[src/rtl/axi_stream_insert_header_pkg.sv]
// Shared types and helpers for the AXI-Stream header inserter.
// Holds the FSM state encoding and the byte-count to keep-mask conversion.
package axi_stream_insert_header_pkg;

  typedef enum logic [1:0] {
    IDLE,
    DATA,
    FLUSH
  } state_e;

  localparam int MAX_BYTES = 64;

  // Left-aligned keep mask with `cnt` ones inside a `width`-lane bus; callers truncate to width.
  function automatic logic [MAX_BYTES-1:0] keep_from_count(int cnt, int width);
    logic [MAX_BYTES-1:0] mask;
    mask = '0;
    for (int i = 0; i < MAX_BYTES; i++) begin
      if (i < width && i + cnt >= width) mask[i] = 1'b1;
    end
    return mask;
  endfunction

endpackage

[src/rtl/axi_stream_insert_header_axis_out_reg.sv]
// Output register stage: captures a beat on load and holds it stable until the
// downstream handshake; free_o tells the producer a new beat may be loaded.
module axis_out_reg #(
  parameter int DATA_WD      = 32,
  parameter int DATA_BYTE_WD = DATA_WD / 8
) (
  input  logic                    clk,
  input  logic                    rst_n,
  input  logic                    load_i,
  input  logic [DATA_WD-1:0]      data_i,
  input  logic [DATA_BYTE_WD-1:0] keep_i,
  input  logic                    last_i,
  input  logic                    ready_out_i,
  output logic                    valid_o,
  output logic [DATA_WD-1:0]      data_o,
  output logic [DATA_BYTE_WD-1:0] keep_o,
  output logic                    last_o,
  output logic                    free_o
);

  logic                    valid_q;
  logic [DATA_WD-1:0]      data_q;
  logic [DATA_BYTE_WD-1:0] keep_q;
  logic                    last_q;

  // NOTE: sequential state uses non-blocking assignments so every register samples pre-edge values.
  always_ff @(posedge clk or negedge rst_n) begin
    if (!rst_n) begin
      valid_q <= 1'b0;
      data_q  <= '0;
      keep_q  <= '0;
      last_q  <= 1'b0;
    end else if (load_i) begin
      valid_q <= 1'b1;
      data_q  <= data_i;
      keep_q  <= keep_i;
      last_q  <= last_i;
    end else if (ready_out_i) begin
      valid_q <= 1'b0;
    end
  end

  assign free_o  = !valid_q || ready_out_i;
  assign valid_o = valid_q;
  assign data_o  = data_q;
  assign keep_o  = keep_q;
  assign last_o  = last_q;

endmodule

[src/rtl/axi_stream_insert_header.sv]
// Inserts a 1..DATA_BYTE_WD byte header ahead of each AXI-Stream packet and
// re-packs the combined MSB-first byte stream onto the output bus.
module axi_stream_insert_header
  import axi_stream_insert_header_pkg::*;
#(
  parameter int DATA_WD      = 32,
  parameter int DATA_BYTE_WD = DATA_WD / 8,
  parameter int BYTE_CNT_WD  = $clog2(DATA_BYTE_WD)
) (
  input  logic                    clk,
  input  logic                    rst_n,
  input  logic                    valid_in,
  input  logic [DATA_WD-1:0]      data_in,
  input  logic [DATA_BYTE_WD-1:0] keep_in,
  input  logic                    last_in,
  output logic                    ready_in,
  output logic                    valid_out,
  output logic [DATA_WD-1:0]      data_out,
  output logic [DATA_BYTE_WD-1:0] keep_out,
  output logic                    last_out,
  input  logic                    ready_out,
  input  logic                    valid_insert,
  input  logic [DATA_WD-1:0]      data_insert,
  input  logic [DATA_BYTE_WD-1:0] keep_insert,
  input  logic [BYTE_CNT_WD-1:0]  byte_insert_cnt,
  output logic                    ready_insert
);

  localparam int CNT_WD = BYTE_CNT_WD + 1;
  localparam int SUM_WD = BYTE_CNT_WD + 2;
  localparam int SH_W   = $clog2(DATA_WD) + 1;

  function automatic logic [DATA_WD-1:0] byte_mask(logic [DATA_BYTE_WD-1:0] keep);
    logic [DATA_WD-1:0] m;
    for (int i = 0; i < DATA_BYTE_WD; i++) m[8*i +: 8] = {8{keep[i]}};
    return m;
  endfunction

  state_e             state_q, state_d;
  logic [DATA_WD-1:0] res_q, res_d;
  logic [CNT_WD-1:0]  h_q, h_d;
  logic [CNT_WD-1:0]  rem_q, rem_d;

  logic                    ld_valid, ld_last, out_free;
  logic [DATA_WD-1:0]      ld_data;
  logic [DATA_BYTE_WD-1:0] ld_keep;

  // Header length only matters via byte_insert_cnt; keep_insert is carried for the source's benefit.
  logic unused_keep_insert;
  assign unused_keep_insert = ^keep_insert;

  logic [CNT_WD-1:0]       h_new, n_in;
  logic [SUM_WD-1:0]       total, total_rem;
  logic [SH_W-1:0]         sh_h, sh_keep_h, sh_new_keep;
  logic [DATA_WD-1:0]      beat_data;
  logic [DATA_BYTE_WD-1:0] keep_total, keep_rem, keep_flush;

  assign h_new       = (byte_insert_cnt == '0) ? CNT_WD'(DATA_BYTE_WD) : {1'b0, byte_insert_cnt};
  assign n_in        = CNT_WD'($countones(keep_in));
  assign total       = SUM_WD'(h_q) + SUM_WD'(n_in);
  assign total_rem   = total - SUM_WD'(DATA_BYTE_WD);
  assign sh_h        = SH_W'(h_q) << 3;
  assign sh_keep_h   = SH_W'(DATA_WD) - sh_h;
  assign sh_new_keep = SH_W'(DATA_WD) - (SH_W'(h_new) << 3);
  // Residual sits right-aligned in DATA: it leads the beat, followed by the top bytes of data_in.
  assign beat_data   = (res_q << sh_keep_h) | (data_in >> sh_h);
  assign keep_total  = DATA_BYTE_WD'(keep_from_count(int'(total), DATA_BYTE_WD));
  assign keep_rem    = DATA_BYTE_WD'(keep_from_count(int'(total_rem), DATA_BYTE_WD));
  assign keep_flush  = DATA_BYTE_WD'(keep_from_count(int'(rem_q), DATA_BYTE_WD));

  always_ff @(posedge clk or negedge rst_n) begin
    if (!rst_n) begin
      state_q <= IDLE;
      res_q   <= '0;
      h_q     <= '0;
      rem_q   <= '0;
    end else begin
      state_q <= state_d;
      res_q   <= res_d;
      h_q     <= h_d;
      rem_q   <= rem_d;
    end
  end

  // NOTE: every signal driven here gets a default first, so no path can infer a latch.
  always_comb begin
    state_d      = state_q;
    res_d        = res_q;
    h_d          = h_q;
    rem_d        = rem_q;
    ready_in     = 1'b0;
    ready_insert = 1'b0;
    ld_valid     = 1'b0;
    ld_data      = '0;
    ld_keep      = '0;
    ld_last      = 1'b0;
    unique case (state_q)
      IDLE: begin
        ready_insert = 1'b1;
        if (valid_insert) begin
          res_d   = data_insert & ({DATA_WD{1'b1}} >> sh_new_keep);
          h_d     = h_new;
          state_d = DATA;
        end
      end
      DATA: begin
        ready_in = out_free;
        if (valid_in && out_free) begin
          ld_valid = 1'b1;
          ld_data  = beat_data;
          ld_keep  = '1;
          res_d    = data_in & ({DATA_WD{1'b1}} >> sh_keep_h);
          if (last_in) begin
            if (total <= SUM_WD'(DATA_BYTE_WD)) begin
              ld_keep = keep_total;
              ld_data = beat_data & byte_mask(keep_total);
              ld_last = 1'b1;
              res_d   = '0;
              state_d = IDLE;
            end else begin
              // In FLUSH the residual is held left-aligned and already zero-padded.
              res_d   = (data_in << sh_keep_h) & byte_mask(keep_rem);
              rem_d   = CNT_WD'(total_rem);
              state_d = FLUSH;
            end
          end
        end
      end
      FLUSH: begin
        if (out_free) begin
          ld_valid = 1'b1;
          ld_data  = res_q;
          ld_keep  = keep_flush;
          ld_last  = 1'b1;
          state_d  = IDLE;
        end
      end
      default: state_d = IDLE;
    endcase
  end

  axis_out_reg #(
    .DATA_WD     (DATA_WD),
    .DATA_BYTE_WD(DATA_BYTE_WD)
  ) u_out_reg (
    .clk        (clk),
    .rst_n      (rst_n),
    .load_i     (ld_valid),
    .data_i     (ld_data),
    .keep_i     (ld_keep),
    .last_i     (ld_last),
    .ready_out_i(ready_out),
    .valid_o    (valid_out),
    .data_o     (data_out),
    .keep_o     (keep_out),
    .last_o     (last_out),
    .free_o     (out_free)
  );

endmodule

[config.mk]
export PLATFORM = sky130hd
export DESIGN_NAME = axi_stream_insert_header
export DESIGN_NICKNAME = d
export VERILOG_FILES = /design/src/rtl/axi_stream_insert_header_pkg.sv /design/src/rtl/axi_stream_insert_header_axis_out_reg.sv /design/src/rtl/axi_stream_insert_header.sv
export SDC_FILE = /design/constraint.sdc
export NUM_CORES = 1
export LEC_CHECK = 0
export ABC_CLOCK_PERIOD_IN_PS = 3620
export CORE_MARGIN = 2
export CORE_UTILIZATION = 25
export DETAILED_ROUTE_END_ITERATION = 12
export GPL_TIMING_DRIVEN = 0
export HOLD_SLACK_MARGIN = 0.15
export SLEW_MARGIN = 25
export SYNTH_ARGS = -nofsm -noshare
export SYNTH_HDL_FRONTEND = slang
export SYNTH_SLANG_ARGS = --single-unit
[constraint.sdc]
create_clock -name clk -period 3.62 [get_ports clk]
set_input_delay 0.543 -clock clk [delete_from_list [all_inputs] [get_ports clk]]
set_output_delay 0.543 -clock clk [all_outputs]
set_load 0.02 [all_outputs]
Word-level counts from Yosys, hierarchy flattened:

Index checks and enable logic that the tools add are counted.

* bitwise operators: 6
* reductions and logical operators: 11
* multiplexer cells: 45
* add/sub/neg operators: 16
* $lt $le $gt $ge: 13
* shifts and indexed selects: 5
* equality and inequality tests: 6

Operators by type and width (count)
* $mux W32: 8
* $and A32 B32 Y32: 4
* $pmux W32 S2: 2
* $shl A32 B6 Y32: 2
* $shr A32 B6 Y32 const A: 2
* $or A32 B32 Y32: 1
* $shr A32 B6 Y32: 1
* $ge A5 B3 Y1 const B: 6
* $mux W1: 21
* $add A2 B4 Y5 const A: 4
* $ge A4 B3 Y1 const B: 5
* $mux W4: 4
* $sub A6 B6 Y6 const A: 2
* $add A1 B4 Y5 const A: 2
* $mux W2: 5
* $add A2 B3 Y4 const A: 2
* $ne A2 B2 Y1 const B: 4
* $pmux W4 S2: 1
* $reduce_and A4 Y1: 2
* $pmux W2 S3: 1
* $add A1 B1 Y2: 2
* $add A1 B3 Y4 const A: 1
* $add A3 B3 Y4: 1
* $le A4 B3 Y1 const B: 1
* other kinds (15): 18

* bits in registers: 78
* bits of input ports: 80
* output and inout port bits: 40
* word-level logic and storage cells: 110

Longest topological paths before layout:

Gate-level depths: netlist of run 1.

* word-level depth: 12
* depth in mapped cells: 12
* depth with buffers taken out: 11

Hierarchy:

From an unflattened synthesis of run 1, not the netlist that was laid out.

* cells, all modules: 694
* area, all modules: 6060.8 µm²

Modules (own cells, without submodules)
* axi_stream_insert_header: area an instance 4570.6 µm², cells each 613, times used 1
* axis_out_reg: area an instance 1490.2 µm², cells each 81, times used 1

Worst setup path before layout of run 1:

No wires, ideal clock.

* kind: input to register
* from: in keep_in[0]
* to: reg u_out_reg.data_q[24], in the netlist u_out_reg.data_o[24]
* stages: 10
* library setup time: 134 ps
* setup slack: -193 ps
* data required time: 3486 ps
* arrival: 3679 ps
* buffers on the path: 0
* cell sequence: fa_1 fa_1 fa_1 xor2_2 ha_1 or3b_1 nor4b_1 a31oi_1 o21ai_2 o22ai_1

* longest elaborated chain between the ends: 11
* elaborated cells between the ends (all ways): 12
* those cells by class: add/sub: 4; order compare: 2; mux: 5; bitwise: 1

RTL lines
* start: declaration: RTL line axi_stream_insert_header.sv:14 `input logic [DATA_BYTE_WD-1:0] keep_in,`
* $add A1 B1 Y2 (implied by the code) (*): RTL line axi_stream_insert_header.sv:59 `assign n_in = CNT_WD'($countones(keep_in));`
* $add A2 B2 Y3 (implied by the code) (*): RTL line axi_stream_insert_header.sv:59
* $add A3 B3 Y4 (*): RTL line axi_stream_insert_header.sv:60 `assign total = SUM_WD'(h_q) + SUM_WD'(n_in);`
* $add A2 B4 Y5: RTL line axi_stream_insert_header_pkg.sv:18 `if (i < width && i + cnt >= width) mask[i] = 1'b1;`
* $ge A5 B3 Y1: RTL line axi_stream_insert_header_pkg.sv:18
* $mux W1: RTL line axi_stream_insert_header_pkg.sv:18
* $and A32 B32 Y32: RTL line axi_stream_insert_header.sv:116 `ld_data = beat_data & byte_mask(keep_total);`
* $mux W32 (*): RTL line axi_stream_insert_header.sv:114 `if (total <= SUM_WD'(DATA_BYTE_WD)) begin`
* $mux W32 (*): RTL line axi_stream_insert_header.sv:113 `if (last_in) begin`
* $mux W32 (*): RTL line axi_stream_insert_header.sv:108 `if (valid_in && out_free) begin`
* $pmux W32 S2 (*): RTL line axi_stream_insert_header.sv:97 `unique case (state_q)`
* end signal: assignment: RTL line axi_stream_insert_header_axis_out_reg.sv:35 `data_q <= data_i;`
* end: declaration: RTL line axi_stream_insert_header_axis_out_reg.sv:22 `logic [DATA_WD-1:0] data_q;`

Every way passes the cells marked *; elsewhere a longest branch is shown, timed or not.
A chain may end at the register's enable or synchronous reset.

Worst setup path in the final report of run 1:

* from: reg h_q[1]
* to: reg res_q[4]

* longest elaborated chain between the ends: 9
* elaborated cells between the ends (all ways): 14
* those cells by class: add/sub: 3; order compare: 2; shift: 2; mux: 5; bitwise: 2

RTL lines
* start: declaration: RTL line axi_stream_insert_header.sv:41 `logic [CNT_WD-1:0] h_q, h_d;`
* start signal: assignment: RTL line axi_stream_insert_header.sv:75 `h_q <= '0;`
* start signal: assignment: RTL line axi_stream_insert_header.sv:80 `h_q <= h_d;`
* $add A3 B3 Y4: RTL line axi_stream_insert_header.sv:60
* $sub A4 B3 Y4: RTL line axi_stream_insert_header.sv:61 `assign total_rem = total - SUM_WD'(DATA_BYTE_WD);`
* $ge A4 B3 Y1: RTL line axi_stream_insert_header_pkg.sv:18
* $mux W1: RTL line axi_stream_insert_header_pkg.sv:18
* $and A32 B32 Y32: RTL line axi_stream_insert_header.sv:122 `res_d = (data_in << sh_keep_h) & byte_mask(keep_rem);`
* $mux W32: RTL line axi_stream_insert_header.sv:114
* $mux W32 (*): RTL line axi_stream_insert_header.sv:113
* $mux W32 (*): RTL line axi_stream_insert_header.sv:108
* $pmux W32 S2 (*): RTL line axi_stream_insert_header.sv:97
* end signal: assignment: RTL line axi_stream_insert_header.sv:79 `res_q <= res_d;`
* end: declaration: RTL line axi_stream_insert_header.sv:40 `logic [DATA_WD-1:0] res_q, res_d;`

Every way passes the cells marked *; elsewhere a longest branch is shown, timed or not. The select of a mux whose other input is x is not followed.

==> reports/metrics.yaml, run 1 <==
use_met3_pct: 3.39
start_util_pct: 25.3
cts_hold_buf: 0
nets: 939
timing.critical_path.from_type: "register"
fin_crit_sh_pct: 97.3
grt_pass1_wl_mm: 39.2
synthCells: 696
global_route.usage.met2_pct: 32.4
min_path_type: "input pin to async pin"
clkPwrFrac_pct: 11.1
dp_cells: 1131
synth.yosys.seq_area_share_pct: 33.1
wl_per_cell_um: 23.1
worstMarginPinSlew_ps: 746
io_pins: 120
cap_violations: 0
synthArstFlopShare_pct: 100
htree_num_levels: 3
ir_drop_mv: 0.307
synth_cell_type_count: 62
seq_power_share_pct: 20.0
clk_pin_slew_ps: 60
syn_area_um2: 5900
fin_crit_ps: 3520
power.leakage_uw: 0.00332
synthToLayoutAreaGrowth_pct: 39.9
power_frac_comb_pct: 68.9
status: "completed"
dr_total_vias: 6316
overflow: 0
dr.first_iter.drc_count: 622
grt_pass1_vias: 6074
maxSlewViolCount: 0
power.density_nw_per_um2: 1120
cts_tree: "built"
hold_ws_ps: 153
synthFlopType: "dfrtp_1"
ys_ff_latch: 78
place_congestion: 0.973
rows: 56
cts.path.max_buffers: 2
cp-end-kind: "register"
swShare_pct: 51.0
cts_made_buffers: 9
antenna_found_initial: 0
cts.sinks: 78
use_met1_pct: 30.8
die_x_um: 158
finalNonFillerCells: 1161
synth_nets: 798
yosysMostFrequentCell: "a21oi_1"
port_buffers: 115
clock.fmax_mhz: 284
path_max_fanout: 10
cts-root-buf: "clkbuf_16"
vias_per_cell: 5.44
drt_pass1_iterations: 5
worstSetupPathType: "register to register"
slowest_delay_ps: 470
path_cells: "buf_2 > buf_2 > inv_1 > ha_1 > ha_1 > or2_1 > clkbuf_1 > nor2_1 > a41o_2 > a221o_1"
yosys.area.top_type: "dfrtp_1"
synth.top_cell.area_share_pct: 33.1
worst_path_max_delay_cell: "ha_1"
p_switching_uw: 4740
synth_top_cells_by_area: "dfrtp_1 33%, a21oi_1 8.3%, mux2i_1 7.5%, nor2_1 5.3%, ha_1 4.0%"
syn_avg_cell_area_um2: 8.47
grt_max_degree: 43
max_slew_margin_pct: 50.3
hpwl_mm: 20.8
synthTopCellsByCount: "98 x a21oi_1, 83 x nor2_1, 78 x dfrtp_1, 44 x mux2i_1, 37 x nand2_1"
core_area_um2: 23300
internal-power_uw: 4540
diodes: 0
drc: 0
ys_warn_count: 0
skew_ps: 7.38
wirelength_mm: 26.8
gr-usage-all-layers_pct: 21.5
finalHoldViolations: 0
clock_latency_ps: 350
p_total_uw: 9280
die-area_um2: 24800
synth_edf_count: 0
arrival_ps: 3750
drive_gt1_share_pct: 13.5
die_h_um: 158
cp.required_ps: 3850
rsz0062_at_grt: "false"
ant_nets: 0
grt-busiest-layer: "met2"
setup_viol: 0
[per-layer routing]
metal	wire length [um]	part of all wire (%)
met1	12200	45
met2	11600	43
met3	2090	7.8
met4	939	3.5
met5	0	0
[area by class of cell]
cell class / instances / area [um2]
fill: 2444 / 15100
multi-input combinational: 553 / 3980
sequential: 78 / 1950
timing repair buffer: 131 / 1320
tap: 319 / 399
clock buffer: 11 / 253
buffer: 51 / 210
clock inverter: 5 / 81.3
inverter: 13 / 51.3
[state kept, by name, summed over array words and instances, names as in the netlist]
name,cells
u_out_reg.valid_o,1
res_q,32
u_out_reg.last_o,1
h_q,3
u_out_reg.data_o,32
u_out_reg.keep_o,4
state_q,2
rem_q,3
[kinds of logic after synthesis]
group	after synthesis	share of synthesized area [%]
xor gates and xnor gates	3	0.573
adders and majority gates	22	5.05
AOI/OAI and AO/OA	266	30.1
and+or+nand+nor	208	17.1
DFF	78	33.1
muxes	54	9.76
buffers and inverters	65	4.35
[power groups by stage]
stage               logic (uW)  registers [uW]  clock network (uW)
finish                    6400            1860                1030
global route              6850            1890                1060
CTS                       6200            1830                1020
detailed placement        5630            1840                   0
global placement          5610            1830                   0
floorplan                 3580            1830                   0
[final timing paths]
kind	startpoint	endpoint	slack, ps	cells after the start
worst min register to register	u_out_reg.keep_o[2]	u_out_reg.keep_o[2]	490	2
worst min-delay path	rst_n	u_out_reg.data_o[24]	150	1
min in group clk	u_out_reg.keep_o[2]	u_out_reg.keep_o[2]	490	2
worst max-delay path	h_q[1]	res_q[4]	100	10
worst max register to register	h_q[1]	res_q[4]	100	10
max in group asynchronous	rst_n	res_q[5]	2860	2
[worst max-delay path: cells and delay by family, from the launching register on]
family	cells	cell delay (ps)
buffers and inverters	4	1180
DFF	1	430
and+or+nand+nor	2	370
adders and majority gates	2	700
AOI/OAI and AO/OA	2	710
[what timing repair did]
| action | in CTS | in global routing |
|---|---|---|
| endpoints found under the setup margin | 64 | 59 |
| resized for setup | 51 | 17 |
| cloned | 1 | 0 |
| setup buffers | 14 | 1 |
| pin swaps | 23 | 8 |
[per-stage QoR]
stage / setup TNS (ps) / area, um2 / util [%] / setup WS [ps]
after CTS: 0 / 8210 / 35.2 / 2.45
after global routing: 0 / 8250 / 35.4 / 3.73
after detailed placement: -52200 / 7490 / 32.1 / -1010
final: 0 / 8250 / 35.4 / 96.1
after floorplan: -38.8 / 5920 / - / -10.9
after global placement: -115340 / 7470 / 32.0 / -971
[cells in the final DEF (no fill, tap or decap), drive strengths merged, types with 22 or more instances in the layout]
| cell type | n |
|---|---|
| a21oi | 98 |
| buf | 35 |
| clkbuf | 47 |
| clkdlybuf4s50 | 111 |
| dfrtp | 78 |
| mux2i | 44 |
| nand2 | 37 |
| nor2 | 83 |
| nor2b | 22 |
| o21ai | 24 |
| o22ai | 31 |
(Power assumes the default switching activity.)
==> inputs of run 2 (changes only) <==
--- a/config.mk
+++ b/config.mk
@@ -7,10 +7,11 @@
 export LEC_CHECK = 0
 export ABC_CLOCK_PERIOD_IN_PS = 3620
 export CORE_MARGIN = 2
-export CORE_UTILIZATION = 25
+export CORE_UTILIZATION = 50
 export DETAILED_ROUTE_END_ITERATION = 12
 export GPL_TIMING_DRIVEN = 0
 export HOLD_SLACK_MARGIN = 0.15
+export PLACE_DENSITY = 0.78
 export SLEW_MARGIN = 25
 export SYNTH_ARGS = -nofsm -noshare
 export SYNTH_HDL_FRONTEND = slang
==> run 2 against run 1 <==
Clock power about the same. Combinational power increased by 3.6%. Critical path type is now input pin to register. Largest power group unchanged. Worst setup slack lost 86 ps. Utilization grew 35 points. Largest cell class unchanged.
==> reports/metrics.yaml, run 2 (synthesis gave the netlist of run 1 again) <==
grt_pass1_wl_mm: 40.1  # was 39.2 mm
clock.fmax_mhz: 277  # was 284 MHz
wirelength_mm: 26.4  # was 26.8 mm
drive_gt1_share_pct: 12.7  # was 13.5%
nets: 940  # was 939
dr.first_iter.drc_count: 937  # was 622
ant_nets: 0  # unchanged
status: "completed"  # unchanged
arrival_ps: 3830  # was 3750 ps
grt_max_degree: 52  # was 43
clk_pin_slew_ps: 60  # about the same
drt_pass1_iterations: 6  # was 5
die_x_um: 113  # was 158 um
ff_latch_area_um2: 1950  # unchanged
port_buffers: 115  # unchanged
diodes: 0  # unchanged
antenna_found_initial: 1  # was 0
rsz0062_at_grt: "true"  # was false
utilization_pct: 70.1  # was 35.4%
htree_num_levels: 3  # unchanged
path_max_fanout: 5  # was 10
mostFrequentLayoutCells: "111 x clkdlybuf4s50_1, 96 x a21oi_1, 78 x dfrtp_1"  # was 111 x clkdlybuf4s50_1, 95 x a21oi_1, 78 x dfrtp_1
cts_tree: "built"  # unchanged
cts_made_buffers: 9  # unchanged
multi_input_area_um2: 3960  # was 3980 um2
overflow: 0  # unchanged
grt_pass1_vias: 6535  # was 6,074
fin_crit_ps: 3610  # was 3520 ps
skew_ps: 8.50  # was 7.38 ps
gr-usage-all-layers_pct: 42.0  # was 21.5%
ir_drop_mv: 0.729  # was 0.307 mV
fin_crit_sh_pct: 99.7  # was 97.3%
maxSlewViolCount: 0  # unchanged
cp.required_ps: 3840  # was 3850 ps
clock_latency_ps: 350  # about the same
synthToLayoutAreaGrowth_pct: 36.4  # was 39.9%
finalNonFillerCells: 986  # was 1,161
io_pins: 120  # unchanged
reg2reg_slack_ps: 170  # was 100 ps
cts.path.max_buffers: 2  # unchanged
core_area_um2: 11500  # was 23,300 um2
timing.critical_path.from_type: "input pin"  # was register
min_path_type: "register to register"  # was input pin to async pin
start_util_pct: 51.4  # was 25.3%
max_slew_margin_pct: 43.2  # was 50.3%
setup_viol: 0  # unchanged
worstSetupPathType: "input pin to register"  # was register to register
wl_per_cell_um: 26.8  # was 23.1 um
finalHoldViolations: 0  # unchanged
hpwl_mm: 19.9  # was 20.8 mm
drc: 0  # unchanged
cp-end-kind: "register"  # unchanged
r2r_cells: 10  # unchanged
cts.sinks: 78  # unchanged
die_h_um: 113  # was 158 um
cap_violations: 0  # unchanged
cts-root-buf: "clkbuf_16"  # unchanged
place_congestion: 1.04  # was 0.973
die-area_um2: 12700  # was 24,800 um2
r2r_end: "u_out_reg.data_o[20]"  # was res_q[4]
critPathCapture: "u_out_reg.data_o[17]"  # was res_q[4]
final_common_cell: "clkdlybuf4s50_1"  # unchanged
worstMarginPinSlew_ps: 849  # was 746 ps
critPathLaunch: "keep_in[3]"  # was h_q[1]
fillers: 901  # was 2,444
reg2reg_from: "h_q[0]"  # was h_q[1]
power.density_nw_per_um2: 1180  # was 1120 nW/um2
dp_cells: 955  # was 1,131
power.leakage_uw: 0.00330  # was 0.00332 uW
rows: 39  # was 56
dr_total_vias: 6797  # was 6,316
vias_per_cell: 6.89  # was 5.44
run 2: worst min-delay path by stage:
| stage | from | endpoint | slack, ps | cells past startpoint |
|---|---|---|---|---|
| after detailed placement | u_out_reg.data_o[6] | u_out_reg.data_o[6] | 480 | 2 |
| after CTS | u_out_reg.data_o[6] | u_out_reg.data_o[6] | 500 | 2 |
| after global routing | u_out_reg.data_o[6] | u_out_reg.data_o[6] | 540 | 2 |
| after global placement | u_out_reg.data_o[6] | u_out_reg.data_o[6] | 480 | 2 |
| final | u_out_reg.data_o[6] | u_out_reg.data_o[6] | 500 | 2 |
| after floorplan | rst_n | h_q[0] | 250 | 0 |
run 2: worst max-delay path: stages:
cell and delay [ps]:
buf_6 90, fa_1 500, fa_2 390, fa_2 390, xor2_4 170, buf_12 140, ha_4 150, or3b_4 420
nor4b_4 340, a21oi_2 100, o21ai_4 320, buf_12 170, o22ai_1 90
run 2: routing by layer:
layer / part of all wire [%] / global-route usage (%)
met1: 40 / 57.9
met2: 44 / 64.3
met3: 12 / 9.34
met4: 3.8 / 16.6
met5: 0.049 / 0
run 2: cell type report:
| cell class | count | share of cell area, % |
|---|---|---|
| well taps | 143 | 2.22 |
| clock buffers | 11 | 3.02 |
| flip-flops and latches | 78 | 24.3 |
| multi-input cells | 554 | 49.3 |
| plain buffers | 50 | 2.57 |
| clock inverters | 5 | 1.01 |
| inverters | 13 | 0.669 |
| repair buffers | 132 | 17.0 |
run 2: stage by stage:
stage	hold slack (ps)	TNS, ps	cell area (um2)	setup WS (ps)	total power, uW
after floorplan	247	-38.8	5920	-10.9	5410
after global placement	481	-98080	7250	-938	7330
after detailed placement	485	-56760	7270	-1160	7450
after CTS	499	0	8010	3.73	9120
after global routing	544	-65.2	8040	-19.2	9900
final	499	0	8040	10.2	9490
run 2: power by group:
part           switching (uW)  internal [uW]
combinational            3960           2670
clock                     375            624
sequential                557           1300
run 2: repair_timing:
action,CTS,global route
setup buffers,15,0
endpoints found under the hold margin,23,0
gates cloned,2,0
hold buffers,1,0
pin swaps,22,8
gates resized for setup,55,15
setup endpoints to repair,65,65
==> inputs of run 3 (changes only) <==
--- a/config.mk
+++ b/config.mk
@@ -6,13 +6,16 @@
 export NUM_CORES = 1
 export LEC_CHECK = 0
 export ABC_CLOCK_PERIOD_IN_PS = 3620
+export CORE_ASPECT_RATIO = 2
 export CORE_MARGIN = 2
 export CORE_UTILIZATION = 50
 export DETAILED_ROUTE_END_ITERATION = 12
 export GPL_TIMING_DRIVEN = 0
 export HOLD_SLACK_MARGIN = 0.15
+export MAX_ROUTING_LAYER = met4
 export PLACE_DENSITY = 0.78
 export SLEW_MARGIN = 25
 export SYNTH_ARGS = -nofsm -noshare
 export SYNTH_HDL_FRONTEND = slang
+export SYNTH_HIERARCHICAL = 1
 export SYNTH_SLANG_ARGS = --single-unit
==> run 3 against run 2 <==
Sequential power hardly changed. Area after synthesis is 2.8% higher. Utilization is 1.4 points higher. Largest cell class unchanged. Clock-buffer cell count is 2 lower. Critical path type is now register to register. Critical endpoint is now u_out_reg/data_o[15]. Routed wire length is 13% higher. Critical path depth is 4 lower. Register-to-register slack worse by 140 ps. Synthesized cell count is 0.29% lower. Via count is 3.8% higher. Final area is 4.7% higher.
==> reports/metrics.yaml, run 3 <==
status: "completed"  # unchanged
cts-root-buf: "clkbuf_16"  # unchanged
drive_gt1_share_pct: 20.9  # was 12.7%
grt_pass1_wl_mm: 43.8  # was 40.1 mm
die-area_um2: 13100  # was 12,700 um2
hold_start: "u_out_reg/data_o[6]"  # was u_out_reg.data_o[6]
synth_top_cells_by_area: "dfrtp_1 32%, mux2_2 5.9%, mux2i_1 5.8%, a21oi_1 5.5%, mux2_4 4.7%"  # was dfrtp_1 33%, a21oi_1 8.3%, mux2i_1 7.5%, nor2_1 5.3%, ha_1 4.0%
syn_area_um2: 6060  # was 5900 um2
clock_latency_ps: 350  # about the same
gr-usage-all-layers_pct: 47.7  # was 42.0%
cts_tree: "built"  # unchanged
timing.critical_path.from_type: "register"  # was input pin
utilization_pct: 71.5  # was 70.1%
clkPwrFrac_pct: 10.9  # was 10.5%
syn_avg_cell_area_um2: 8.73  # was 8.47 um2
worstMarginPinSlew_ps: 1060  # was 849 ps
place_congestion: 1.10  # was 1.04
finalNonFillerCells: 1001  # was 986
ys_ff_latch: 78  # unchanged
htree_num_levels: 3  # unchanged
power_frac_comb_pct: 70.9  # was 69.9%
yosys.area.top_type: "dfrtp_1"  # unchanged
synth_edf_count: 0  # unchanged
r2r_cells: 9  # was 10
io_pins: 120  # unchanged
drc: 0  # unchanged
synth.top_cell.area_share_pct: 32.2  # was 33.1%
diodes: 0  # unchanged
port_buffers: 115  # unchanged
wl_per_cell_um: 29.7  # was 26.8 um
synth.yosys.seq_area_share_pct: 32.2  # was 33.1%
synth_nets: 797  # was 798
seq_power_share_pct: 18.3  # was 19.6%
synthToLayoutAreaGrowth_pct: 38.9  # was 36.4%
dr.first_iter.drc_count: 1328  # was 937
die_x_um: 81.9  # was 113 um
power.density_nw_per_um2: 1190  # was 1180 nW/um2
p_switching_uw: 5150  # was 4890 uW
fin_crit_sh_pct: 99.0  # was 99.7%
clk_pin_slew_ps: 70  # was 60 ps
mostFrequentLayoutCells: "111 x clkdlybuf4s50_1, 78 x dfrtp_1, 75 x nand2_1"  # was 111 x clkdlybuf4s50_1, 96 x a21oi_1, 78 x dfrtp_1
reg2reg_slack_ps: 30  # was 170 ps
start_util_pct: 51.5  # was 51.4%
use_met1_pct: 46.7  # was 57.9%
swShare_pct: 51.4  # was 51.5%
internal-power_uw: 4860  # was 4600 uW
multi_input_area_um2: 4190  # was 3960 um2
ir_drop_mv: 0.956  # was 0.729 mV
nets: 954  # was 940
synthArstFlopShare_pct: 100  # unchanged
reg2reg_from: "h_q[1]"  # was h_q[0]
cts.sinks: 78  # unchanged
synth_cell_type_count: 54  # was 62
core_area_um2: 11800  # was 11,500 um2
max_slew_margin_pct: 29.2  # was 43.2%
pre_cts_slack_ps: -1090  # was -1160 ps
ff_latch_area_um2: 1950  # unchanged
worstSetupPathType: "register to register"  # was input pin to register
r2r_end: "u_out_reg/data_o[15]"  # was u_out_reg.data_o[20]
rows: 56  # was 39
critPathLaunch: "h_q[1]"  # was keep_in[3]
synthCells: 694  # was 696
setup_viol: 0  # unchanged
cap_violations: 0  # unchanged
rsz0062_at_grt: "true"  # unchanged
final_common_cell: "clkdlybuf4s50_1"  # unchanged
finalSetupTns_ps: 0  # unchanged
global_route.usage.met2_pct: 72.0  # was 64.3%
path_max_fanout: 10  # was 5
synthFlopType: "dfrtp_1"  # unchanged
hpwl_mm: 21.2  # was 19.9 mm
grt-busiest-layer: "met2"  # unchanged
ant_nets: 0  # unchanged
wirelength_mm: 29.7  # was 26.4 mm
power.leakage_uw: 0.00351  # was 0.00330 uW
die_h_um: 160  # was 113 um
synthTopCellsByCount: "78 x dfrtp_1, 76 x nand2_1, 66 x a21oi_1, 65 x nor2_1, 35 x mux2i_1"  # was 98 x a21oi_1, 83 x nor2_1, 78 x dfrtp_1, 44 x mux2i_1, 37 x nand2_1
grt_max_degree: 53  # was 52
skew_ps: 13.3  # was 8.50 ps
dp_cells: 955  # unchanged
cp.required_ps: 3850  # was 3840 ps
final.setup.worst_slack_ps: 34.8  # was 10.2 ps
cp-end-kind: "register"  # unchanged
overflow: 0  # unchanged
cts.path.max_buffers: 2  # unchanged
min_path_cells: 1  # was 2
dr_total_vias: 7056  # was 6,797
arrival_ps: 3810  # was 3830 ps
min_path_type: "register to register"  # unchanged
use_met3_pct: 13.8  # was 9.34%
cts_made_buffers: 9  # unchanged
finalHoldViolations: 0  # unchanged
maxSlewViolCount: 0  # unchanged
yosysMostFrequentCell: "dfrtp_1"  # was a21oi_1
antenna_found_initial: 0  # was 1
grt_pass1_vias: 7306  # was 6,535
clock.fmax_mhz: 279  # was 277 MHz
ys_warn_count: 6  # was 0
fin_crit_ps: 3590  # was 3610 ps
vias_per_cell: 7.05  # was 6.89
fillers: 907  # was 901
critPathCapture: "u_out_reg/data_o[15]"  # was u_out_reg.data_o[17]
drt_pass1_iterations: 7  # was 6
-- run 3: routing by layer --
metal | part of all wire (%) | vias up
met4 | 14 | 0
met3 | 10 | 292
li1 | - | 2890
met2 | 46 | 644
met5 | 0 | -
met1 | 30 | 3230
-- run 3: cell type report --
type | instances | share of cell area [%]
clock buffer | 9 | 2.68
timing repair buffer | 147 | 16.7
buffer | 44 | 2.88
clock inverter | 7 | 1.44
inverter | 25 | 1.14
sequential | 78 | 23.2
multi-input combinational | 546 | 49.8
tap | 145 | 2.16
-- run 3: worst min-delay path by stage --
stage	to	slack [ps]
after CTS	u_out_reg/data_o[6]	510
after detailed placement	u_out_reg/data_o[14]	490
final	u_out_reg/data_o[6]	510
after global placement	u_out_reg/data_o[30]	490
after floorplan	h_q[0]	250
after global routing	u_out_reg/data_o[27]	530
-- run 3: what timing repair did --
action,4_1_cts,5_1_grt
endpoints found under the hold margin,26,0
resized for setup,76,32
hold buffers,1,0
setup endpoints to repair,72,67
buffers inserted,18,12
pin swaps,11,16
cloned,1,0
-- run 3: through the flow --
| stage | instance area (um2) | power [uW] | hold WS (ps) |
|---|---|---|---|
| 3_3_place_gp | 7420 | 7350 | 491 |
| 6_report | 8420 | 10000 | 508 |
| 3_5_place_dp | 7440 | 7480 | 491 |
| 5_1_grt | 8420 | 10400 | 529 |
| 2_1_floorplan | 6080 | 5430 | 247 |
| 4_1_cts | 8220 | 9270 | 510 |
-- run 3: critical path, stage by stage, from the launching register on --
cell and delay, ps:
dfrtp_1 570, buf_2 350, inv_1 200, ha_1 230, ha_1 570, nor2_4 160, clkbuf_2 270, a221oi_1 620
o31ai_4 190, mux2_4 290
-- run 3: logic make-up after synthesis --
family / share of synthesized area [%]
simple gates: 15.8
xor+xnor: 0.413
flops: 32.2
mux: 16.4
buf+inv: 5.02
compound gates: 25.0
fa+ha+maj: 5.12
-- run 3: power by group through the flow --
stage	Combinational (uW)	Sequential, uW	Clock (uW)
global placement	5590	1770	0
finish	7090	1830	1090
floorplan	3640	1790	0
CTS	6420	1770	1070
detailed placement	5690	1780	0
global route	7440	1830	1110
